==> config.mk <==
export PLATFORM = sky130hd
export DESIGN_NAME = hazard_ctrl
export DESIGN_NICKNAME = d
export VERILOG_FILES = /design/src/rtl/pipe_ctrl_pkg.sv /design/src/rtl/hazard_detect.sv /design/src/rtl/hazard_ctrl.sv
export SDC_FILE = /design/constraint.sdc
export NUM_CORES = 1
export LEC_CHECK = 0
export ABC_AREA = 1
export CAP_MARGIN = 20
export CORE_MARGIN = 8
export CORE_UTILIZATION = 52
export CTS_CLUSTER_SIZE = 25
export DETAILED_ROUTE_END_ITERATION = 10
export GPL_ROUTABILITY_DRIVEN = 0
export PLACE_DENSITY = 0.81
export SLEW_MARGIN = 30
export SYNTH_ARGS = -nofsm -noshare
export SYNTH_HDL_FRONTEND = slang
export SYNTH_SLANG_ARGS = --single-unit
==> constraint.sdc <==
create_clock -name clk -period 1.8 [get_ports clk]
set_input_delay 0.36 -clock clk [delete_from_list [all_inputs] [get_ports clk]]
set_output_delay 0.36 -clock clk [all_outputs]
set_load 0.005 [all_outputs]
==> src/rtl/pipe_ctrl_pkg.sv <==
// Shared types and constants for the pipeline sequencing controller.
package pipe_ctrl_pkg;

    typedef enum logic [1:0] {
        RUN      = 2'd0,
        LU_STALL = 2'd1,
        MEM_WAIT = 2'd2
    } hz_state_t;

    // sll $0,$0,0 encodes as all zeros.
    localparam logic [31:0] NOP      = 32'h0000_0000;
    localparam logic [4:0]  REG_ZERO = 5'd0;

endpackage

==> src/rtl/hazard_detect.sv <==
// Combinational load-use hazard detector: a load in EX whose destination
// is read by the instruction in ID.
module hazard_detect
    import pipe_ctrl_pkg::*;
(
    input  logic       memread,
    input  logic [4:0] ex_rt,
    input  logic [4:0] rs,
    input  logic [4:0] rt,
    input  logic       uses_rt,
    output logic       lu_hazard
);

    // $zero never carries a real dependency, even when a load targets it.
    assign lu_hazard = memread && (ex_rt != REG_ZERO) &&
                       ((ex_rt == rs) || (uses_rt && (ex_rt == rt)));

endmodule

==> src/rtl/hazard_ctrl.sv <==
// Pipeline sequencing controller: load-use bubbles, MEM-stage redirects and
// data-memory freezes, with stall and redirect performance counters.
module hazard_ctrl
    import pipe_ctrl_pkg::*;
#(
    parameter int LU_STALL_CYC = 1,
    parameter int CNT_W        = 32
) (
    input  logic             clk,
    input  logic             rst_n,
    input  logic [4:0]       id_rs,
    input  logic [4:0]       id_rt,
    input  logic             id_uses_rt,
    input  logic             idex_memread,
    input  logic [4:0]       idex_rt,
    input  logic             exmem_branch_taken,
    input  logic             exmem_jump,
    input  logic             dmem_req,
    input  logic             dmem_ready,
    output logic             pc_we,
    output logic             ifid_we,
    output logic             ifid_flush,
    output logic             idex_we,
    output logic             idex_bubble,
    output logic             exmem_we,
    output logic             exmem_bubble,
    output logic             busy,
    output logic [CNT_W-1:0] stall_cnt,
    output logic [CNT_W-1:0] flush_cnt
);

    localparam logic [1:0] LU_RELOAD = 2'(LU_STALL_CYC - 1);

    hz_state_t  state, state_next;
    logic [1:0] lu_cnt, lu_cnt_next;
    logic       lu_hazard, redirect, mem_wait;

    hazard_detect u_detect (
        .memread   (idex_memread),
        .ex_rt     (idex_rt),
        .rs        (id_rs),
        .rt        (id_rt),
        .uses_rt   (id_uses_rt),
        .lu_hazard (lu_hazard)
    );

    assign redirect = exmem_branch_taken | exmem_jump;
    assign mem_wait = dmem_req & ~dmem_ready;
    assign busy     = (state != RUN);

    always_comb begin
        pc_we        = 1'b1;
        ifid_we      = 1'b1;
        ifid_flush   = 1'b0;
        idex_we      = 1'b1;
        idex_bubble  = 1'b0;
        exmem_we     = 1'b1;
        exmem_bubble = 1'b0;
        state_next   = state;
        lu_cnt_next  = lu_cnt;

        if (state == LU_STALL) begin
            if (mem_wait) begin
                // Freeze without consuming a bubble; the stall resumes after.
                {pc_we, ifid_we, idex_we, exmem_we} = 4'b0000;
            end else if (redirect) begin
                ifid_flush   = 1'b1;
                idex_bubble  = 1'b1;
                exmem_bubble = 1'b1;
                state_next   = RUN;
                lu_cnt_next  = 2'd0;
            end else begin
                pc_we       = 1'b0;
                ifid_we     = 1'b0;
                idex_bubble = 1'b1;
                if (lu_cnt <= 2'd1) begin
                    state_next  = RUN;
                    lu_cnt_next = 2'd0;
                end else begin
                    lu_cnt_next = lu_cnt - 2'd1;
                end
            end
        end else if ((state == RUN && mem_wait) || (state == MEM_WAIT && !dmem_ready)) begin
            {pc_we, ifid_we, idex_we, exmem_we} = 4'b0000;
            state_next = MEM_WAIT;
        end else begin
            // RUN, or the ready cycle of MEM_WAIT where a held redirect lands.
            state_next = RUN;
            if (redirect) begin
                ifid_flush   = 1'b1;
                idex_bubble  = 1'b1;
                exmem_bubble = 1'b1;
            end else if (lu_hazard) begin
                pc_we       = 1'b0;
                ifid_we     = 1'b0;
                idex_bubble = 1'b1;
                if (LU_STALL_CYC > 1) begin
                    state_next  = LU_STALL;
                    lu_cnt_next = LU_RELOAD;
                end
            end
        end
    end

    always_ff @(posedge clk or negedge rst_n) begin
        if (!rst_n) begin
            state     <= RUN;
            lu_cnt    <= 2'd0;
            stall_cnt <= '0;
            flush_cnt <= '0;
        end else begin
            state  <= state_next;
            lu_cnt <= lu_cnt_next;
            if (!pc_we)
                stall_cnt <= stall_cnt + CNT_W'(1);
            if (ifid_flush)
                flush_cnt <= flush_cnt + CNT_W'(1);
        end
    end

endmodule

==> impl_results.html <==
<table>
<tr><th>Metric</th><th>Value</th></tr>
<tr><th colspan="2">Run status</th></tr>
<tr><td>Result of the run</td><td>finished with violations</td></tr>
<tr><td>Violations in the final reports</td><td>negative hold slack, negative setup slack</td></tr>
<tr><th colspan="2">Floorplan</th></tr>
<tr><td>CORE AREA</td><td>8550 um2</td></tr>
<tr><td>Die height</td><td>109 um</td></tr>
<tr><td>Total Die Area</td><td>11900 um2</td></tr>
<tr><td>Initial standard-cell utilization of the core</td><td>0.525</td></tr>
<tr><td>I/O Pins</td><td>95</td></tr>
<tr><td>Rows</td><td>34</td></tr>
<tr><td>Width of the die</td><td>109 um</td></tr>
<tr><th colspan="2">Drt</th></tr>
<tr><td>First-pass detailed-route iteration total</td><td>5</td></tr>
<tr><td>Count of unresolved DRC violations after routing</td><td>0</td></tr>
<tr><td>Post-DR vias/cell</td><td>5.35</td></tr>
<tr><td>Routed wirelength normalized by instance count</td><td>14.9 um</td></tr>
<tr><td>Vias after detailed routing</td><td>4853</td></tr>
<tr><td>Wire length after detailed routing</td><td>13500 um</td></tr>
<tr><td>Final antenna-violating net count</td><td>0</td></tr>
<tr><td>Drt first-iter violations</td><td>401</td></tr>
<tr><th colspan="2">Synth</th></tr>
<tr><td>Share of flip-flops with an asynchronous set or reset after synthesis</td><td>1.00</td></tr>
<tr><td>Most common library cells after synthesis</td><td>sky130_fd_sc_hd__nand2_1 (296), sky130_fd_sc_hd__nor2_1 (76), sky130_fd_sc_hd__dfrtp_1 (65), sky130_fd_sc_hd__inv_1 (50), sky130_fd_sc_hd__nand3_1 (48)</td></tr>
<tr><td>Fraction of the mapped netlist area in simple logic gates</td><td>0.480</td></tr>
<tr><td>Share of Yosys cell area claimed by the top area cell type</td><td>0.362</td></tr>
<tr><td>Library cell with the largest summed area after synthesis</td><td>sky130_fd_sc_hd__dfrtp_1</td></tr>
<tr><td>Synth Net Count</td><td>702</td></tr>
<tr><td>Number of flip-flops and latches in the synthesized netlist</td><td>65</td></tr>
<tr><td>Synth warn</td><td>0</td></tr>
<tr><td>Seq/Total Area, Yosys</td><td>0.362</td></tr>
<tr><td>Combinational family with the most area after synthesis</td><td>simple AND/OR/NAND/NOR gates</td></tr>
<tr><td>Top area cells in the synthesized netlist</td><td>sky130_fd_sc_hd__dfrtp_1 (36%), sky130_fd_sc_hd__nand2_1 (25%), sky130_fd_sc_hd__nor2_1 (6.3%)</td></tr>
<tr><td>Post-synthesis cell area</td><td>4490 um2</td></tr>
<tr><td>Mux cell area share after synthesis</td><td>0</td></tr>
<tr><td>Average footprint of a synthesized cell</td><td>6.64 um2</td></tr>
<tr><td>Number of distinct standard cells referenced by the synthesized netlist</td><td>29</td></tr>
<tr><td>Gate Count Post-Synth</td><td>677</td></tr>
<tr><td>Post-synth EDFFs</td><td>0</td></tr>
<tr><td>Most used flip-flop cell after synthesis</td><td>sky130_fd_sc_hd__dfrtp_1</td></tr>
<tr><td>Fraction of synthesized cell area in xor and xnor cells</td><td>0.0682</td></tr>
<tr><td>Most frequently used cell type in the post-synthesis netlist</td><td>sky130_fd_sc_hd__nand2_1</td></tr>
<tr><td>Compound-Gate Fraction of Synth Area</td><td>0.0128</td></tr>
<tr><td>Arithmetic-cell share of the synthesized area counting full adders, half adders and majority gates</td><td>0.00557</td></tr>
<tr><th colspan="2">Global routing</th></tr>
<tr><td>Largest net degree at the start of global routing</td><td>66</td></tr>
<tr><td>Layer carrying the most global-route usage</td><td>met2</td></tr>
<tr><td>GRT Resource Usage Total</td><td>0.227</td></tr>
<tr><td>Global routing usage on met3</td><td>0.0579</td></tr>
<tr><td>GR Layer Usage met1</td><td>0.280</td></tr>
<tr><td>M2 GR Usage</td><td>0.375</td></tr>
<tr><td>Congestion Overflow GR</td><td>0</td></tr>
<tr><td>First-pass GRT wire length</td><td>21500 um</td></tr>
<tr><td>Via count of the first global-routing pass</td><td>4531</td></tr>
<tr><td>Number of antenna violations at the first check in global routing</td><td>1</td></tr>
<tr><th colspan="2">STA</th></tr>
<tr><td>Max-slew violation count</td><td>0</td></tr>
<tr><td>Worst hold slack</td><td>-0.00123 ns</td></tr>
<tr><td>Unrepaired setup endpoints after global routing</td><td>yes</td></tr>
<tr><td>Achievable frequency</td><td>545 MHz</td></tr>
<tr><td>Fin Setup TNS</td><td>-0.110 ns</td></tr>
<tr><td>Final Hold Vio Count</td><td>4</td></tr>
<tr><td>Period utilisation layout</td><td>1.02</td></tr>
<tr><td>Crit path setup slack, layout</td><td>-0.0356 ns</td></tr>
<tr><td>Number of setup violations in the final report</td><td>5</td></tr>
<tr><td>Worst relative slew slack</td><td>0.753</td></tr>
<tr><td>Largest clock skew in the final design</td><td>0.0115 ns</td></tr>
<tr><td>Post-route minimum period</td><td>1.84 ns</td></tr>
<tr><td>Actual transition at the worst max-transition pin</td><td>0.368 ns</td></tr>
<tr><th colspan="2">Critical path</th></tr>
<tr><td>Worst Path Required</td><td>1.44 ns</td></tr>
<tr><td>Maximum fanout along the worst path</td><td>5</td></tr>
<tr><td>Series of cell instances along the critical path</td><td>o21bai_4 &gt; buf_6 &gt; buf_12 &gt; nand2_8 &gt; inv_4 &gt; clkdlybuf4s15_2</td></tr>
<tr><td>Worst Path Class, Setup</td><td>flip-flop to output port</td></tr>
<tr><td>Cell depth of the worst setup path</td><td>6</td></tr>
<tr><td>Crit-path max cell delay</td><td>0.41 ns</td></tr>
<tr><td>Endpoint kind of the worst setup timing path</td><td>output port</td></tr>
<tr><td>Slowest stage cell, crit path</td><td>sky130_fd_sc_hd__dfrtp_1</td></tr>
<tr><td>Arrival time at the worst endpoint</td><td>1.48 ns</td></tr>
<tr><td>Critical Path Source Type</td><td>flip-flop</td></tr>
<tr><td>WP buf/inv</td><td>4</td></tr>
<tr><td>Family of cells with the greatest summed delay on the critical path</td><td>buffers and inverters</td></tr>
<tr><td>Worst-case reg-to-reg path depth</td><td>11</td></tr>
<tr><th colspan="2">Layout</th></tr>
<tr><td>Finished Layout Cells</td><td>907</td></tr>
<tr><td>Fin nets</td><td>818</td></tr>
<tr><td>Share of post-route cells with drive strength above 1</td><td>0.135</td></tr>
<tr><td>Area growth syn-to-layout</td><td>33.8%</td></tr>
<tr><th colspan="2">Placement</th></tr>
<tr><td>Setup WS pre-CTS</td><td>-0.596 ns</td></tr>
<tr><td># placed instances</td><td>878</td></tr>
<tr><td>DP HPWL</td><td>9890 um</td></tr>
<tr><td>Count of port buffers added during placement</td><td>94</td></tr>
<tr><th colspan="2">Clock tree</th></tr>
<tr><td>Clock latency of the later-clocked register in the worst-skew pair</td><td>0.36 ns</td></tr>
<tr><td>Clock-pin slew reported for the worst setup and hold paths after clock tree synthesis</td><td>0.08 ns</td></tr>
<tr><td>Cts bufs inserted</td><td>9</td></tr>
<tr><td>Total number of H-tree levels</td><td>3</td></tr>
<tr><td>Clock root buffer master</td><td>sky130_fd_sc_hd__clkbuf_8</td></tr>
<tr><td>Maximum buffer depth of the clock tree</td><td>2</td></tr>
<tr><td>Num Clock Sinks</td><td>65</td></tr>
<tr><td>CTS tree</td><td>done</td></tr>
<tr><td>CTS Hold Buffers Added</td><td>0</td></tr>
<tr><th colspan="2">Power and ir drop</th></tr>
<tr><td>Worst IR Drop VDD</td><td>0.775 mV</td></tr>
<tr><td>Static Leak</td><td>2.78 nW</td></tr>
<tr><td>Post-layout total power</td><td>4.75 mW</td></tr>
<tr><td>Power per Cell Area</td><td>790 nW/um2</td></tr>
<tr><th colspan="2">Min path</th></tr>
<tr><td>Hold Path Class</td><td>input port to async pin</td></tr>
<tr><th colspan="2">Flow run</th></tr>
<tr><td>Number of max-cap violations</td><td>0</td></tr>
</table>
[where the power goes]
part	internal [mW]	switching (mW)	total (mW)
Combinational	0.685	0.711	1.40
Clock	0.816	0.612	1.43
Sequential	1.65	0.275	1.92
[what timing repair did]
item	4_1_cts	5_1_grt
setup buffers	5	7
pin swaps	11	6
gates resized for setup	56	31
setup endpoints to repair	7	19
[final cells by class]
| cell class | instances | area (um2) |
|---|---|---|
| multi-input cells | 539 | 2620 |
| fillers | 686 | 2540 |
| flip-flops and latches | 65 | 1630 |
| repair buffers | 122 | 1180 |
| inverters | 56 | 218 |
| clock buffers | 11 | 141 |
| well taps | 108 | 135 |
| clock inverters | 5 | 78.8 |
| diodes | 1 | 2.50 |
[cells by family (layout without fill, tap and decap cells)]
kind of cell,count (synthesis),after routing
AO/OA/AOI/OAI,11,11
buffers and inverters,73,194
other,0,1
XOR/XNOR,35,35
flip-flops,65,65
adder cells (fa/ha/maj),2,2
AND/OR/NAND/NOR,491,491
[metrics by stage]
step	instance area [um2]	util
6_report	6010	0.703
5_1_grt	6010	0.703
4_1_cts	5880	0.688
3_5_place_dp	5600	0.655
3_3_place_gp	5600	0.655
2_1_floorplan	4490	-
[registers in the layout, indices dropped and copies added (netlist names)]
signal     flops
flush_cnt     32
stall_cnt     32
state          1
[worst register-to-register path: stages, from the launching register on]
cell and delay [ns]:
sky130_fd_sc_hd__dfrtp_1 0.41, sky130_fd_sc_hd__o21bai_4 0.15, sky130_fd_sc_hd__buf_6 0.12, sky130_fd_sc_hd__buf_12 0.10, sky130_fd_sc_hd__nand2_8 0.06, sky130_fd_sc_hd__buf_6 0.13, sky130_fd_sc_hd__buf_12 0.12, sky130_fd_sc_hd__nor2_4 0.16
sky130_fd_sc_hd__nand3_4 0.13, sky130_fd_sc_hd__inv_4 0.10, sky130_fd_sc_hd__nand2_2 0.05, sky130_fd_sc_hd__xor2_1 0.16
[path summary, 6_finish.rpt]
| check | slack [ns] | start | endpoint |
|---|---|---|---|
| hold / removal | -0.001 | rst_n | stall_cnt[8] |
| hold reg to reg | 0.53 | flush_cnt[31] | flush_cnt[31] |
| setup reg to reg | -0.02 | state[1] | flush_cnt[15] |
| setup / recovery | -0.04 | state[1] | ifid_flush |
| min in group clk | 0.53 | flush_cnt[31] | flush_cnt[31] |
| max in group asynchronous | 1.46 | rst_n | flush_cnt[19] |
[layer usage]
layer,routed length [um],part of all wire
met4,305,0.023
met2,6400,0.47
met3,1260,0.093
met1,5580,0.41
met5,0,0
[placed cells by master, fill, tap and decap left out, types with 8 or more instances in the layout]
cell	n
sky130_fd_sc_hd__buf_4	20
sky130_fd_sc_hd__buf_6	8
sky130_fd_sc_hd__clkbuf_8	10
sky130_fd_sc_hd__clkdlybuf4s50_1	68
sky130_fd_sc_hd__dfrtp_1	62
sky130_fd_sc_hd__dlygate4sd2_1	14
sky130_fd_sc_hd__inv_1	45
sky130_fd_sc_hd__inv_2	8
sky130_fd_sc_hd__nand2_1	289
sky130_fd_sc_hd__nand2_2	12
sky130_fd_sc_hd__nand3_1	47
sky130_fd_sc_hd__nand3b_1	13
sky130_fd_sc_hd__nor2_1	72
sky130_fd_sc_hd__nor2_2	9
sky130_fd_sc_hd__nor3_1	19
sky130_fd_sc_hd__o21ai_0	8
sky130_fd_sc_hd__xnor2_1	11
sky130_fd_sc_hd__xor2_1	24
No activity file was read; power rests on OpenSTA's default activity.
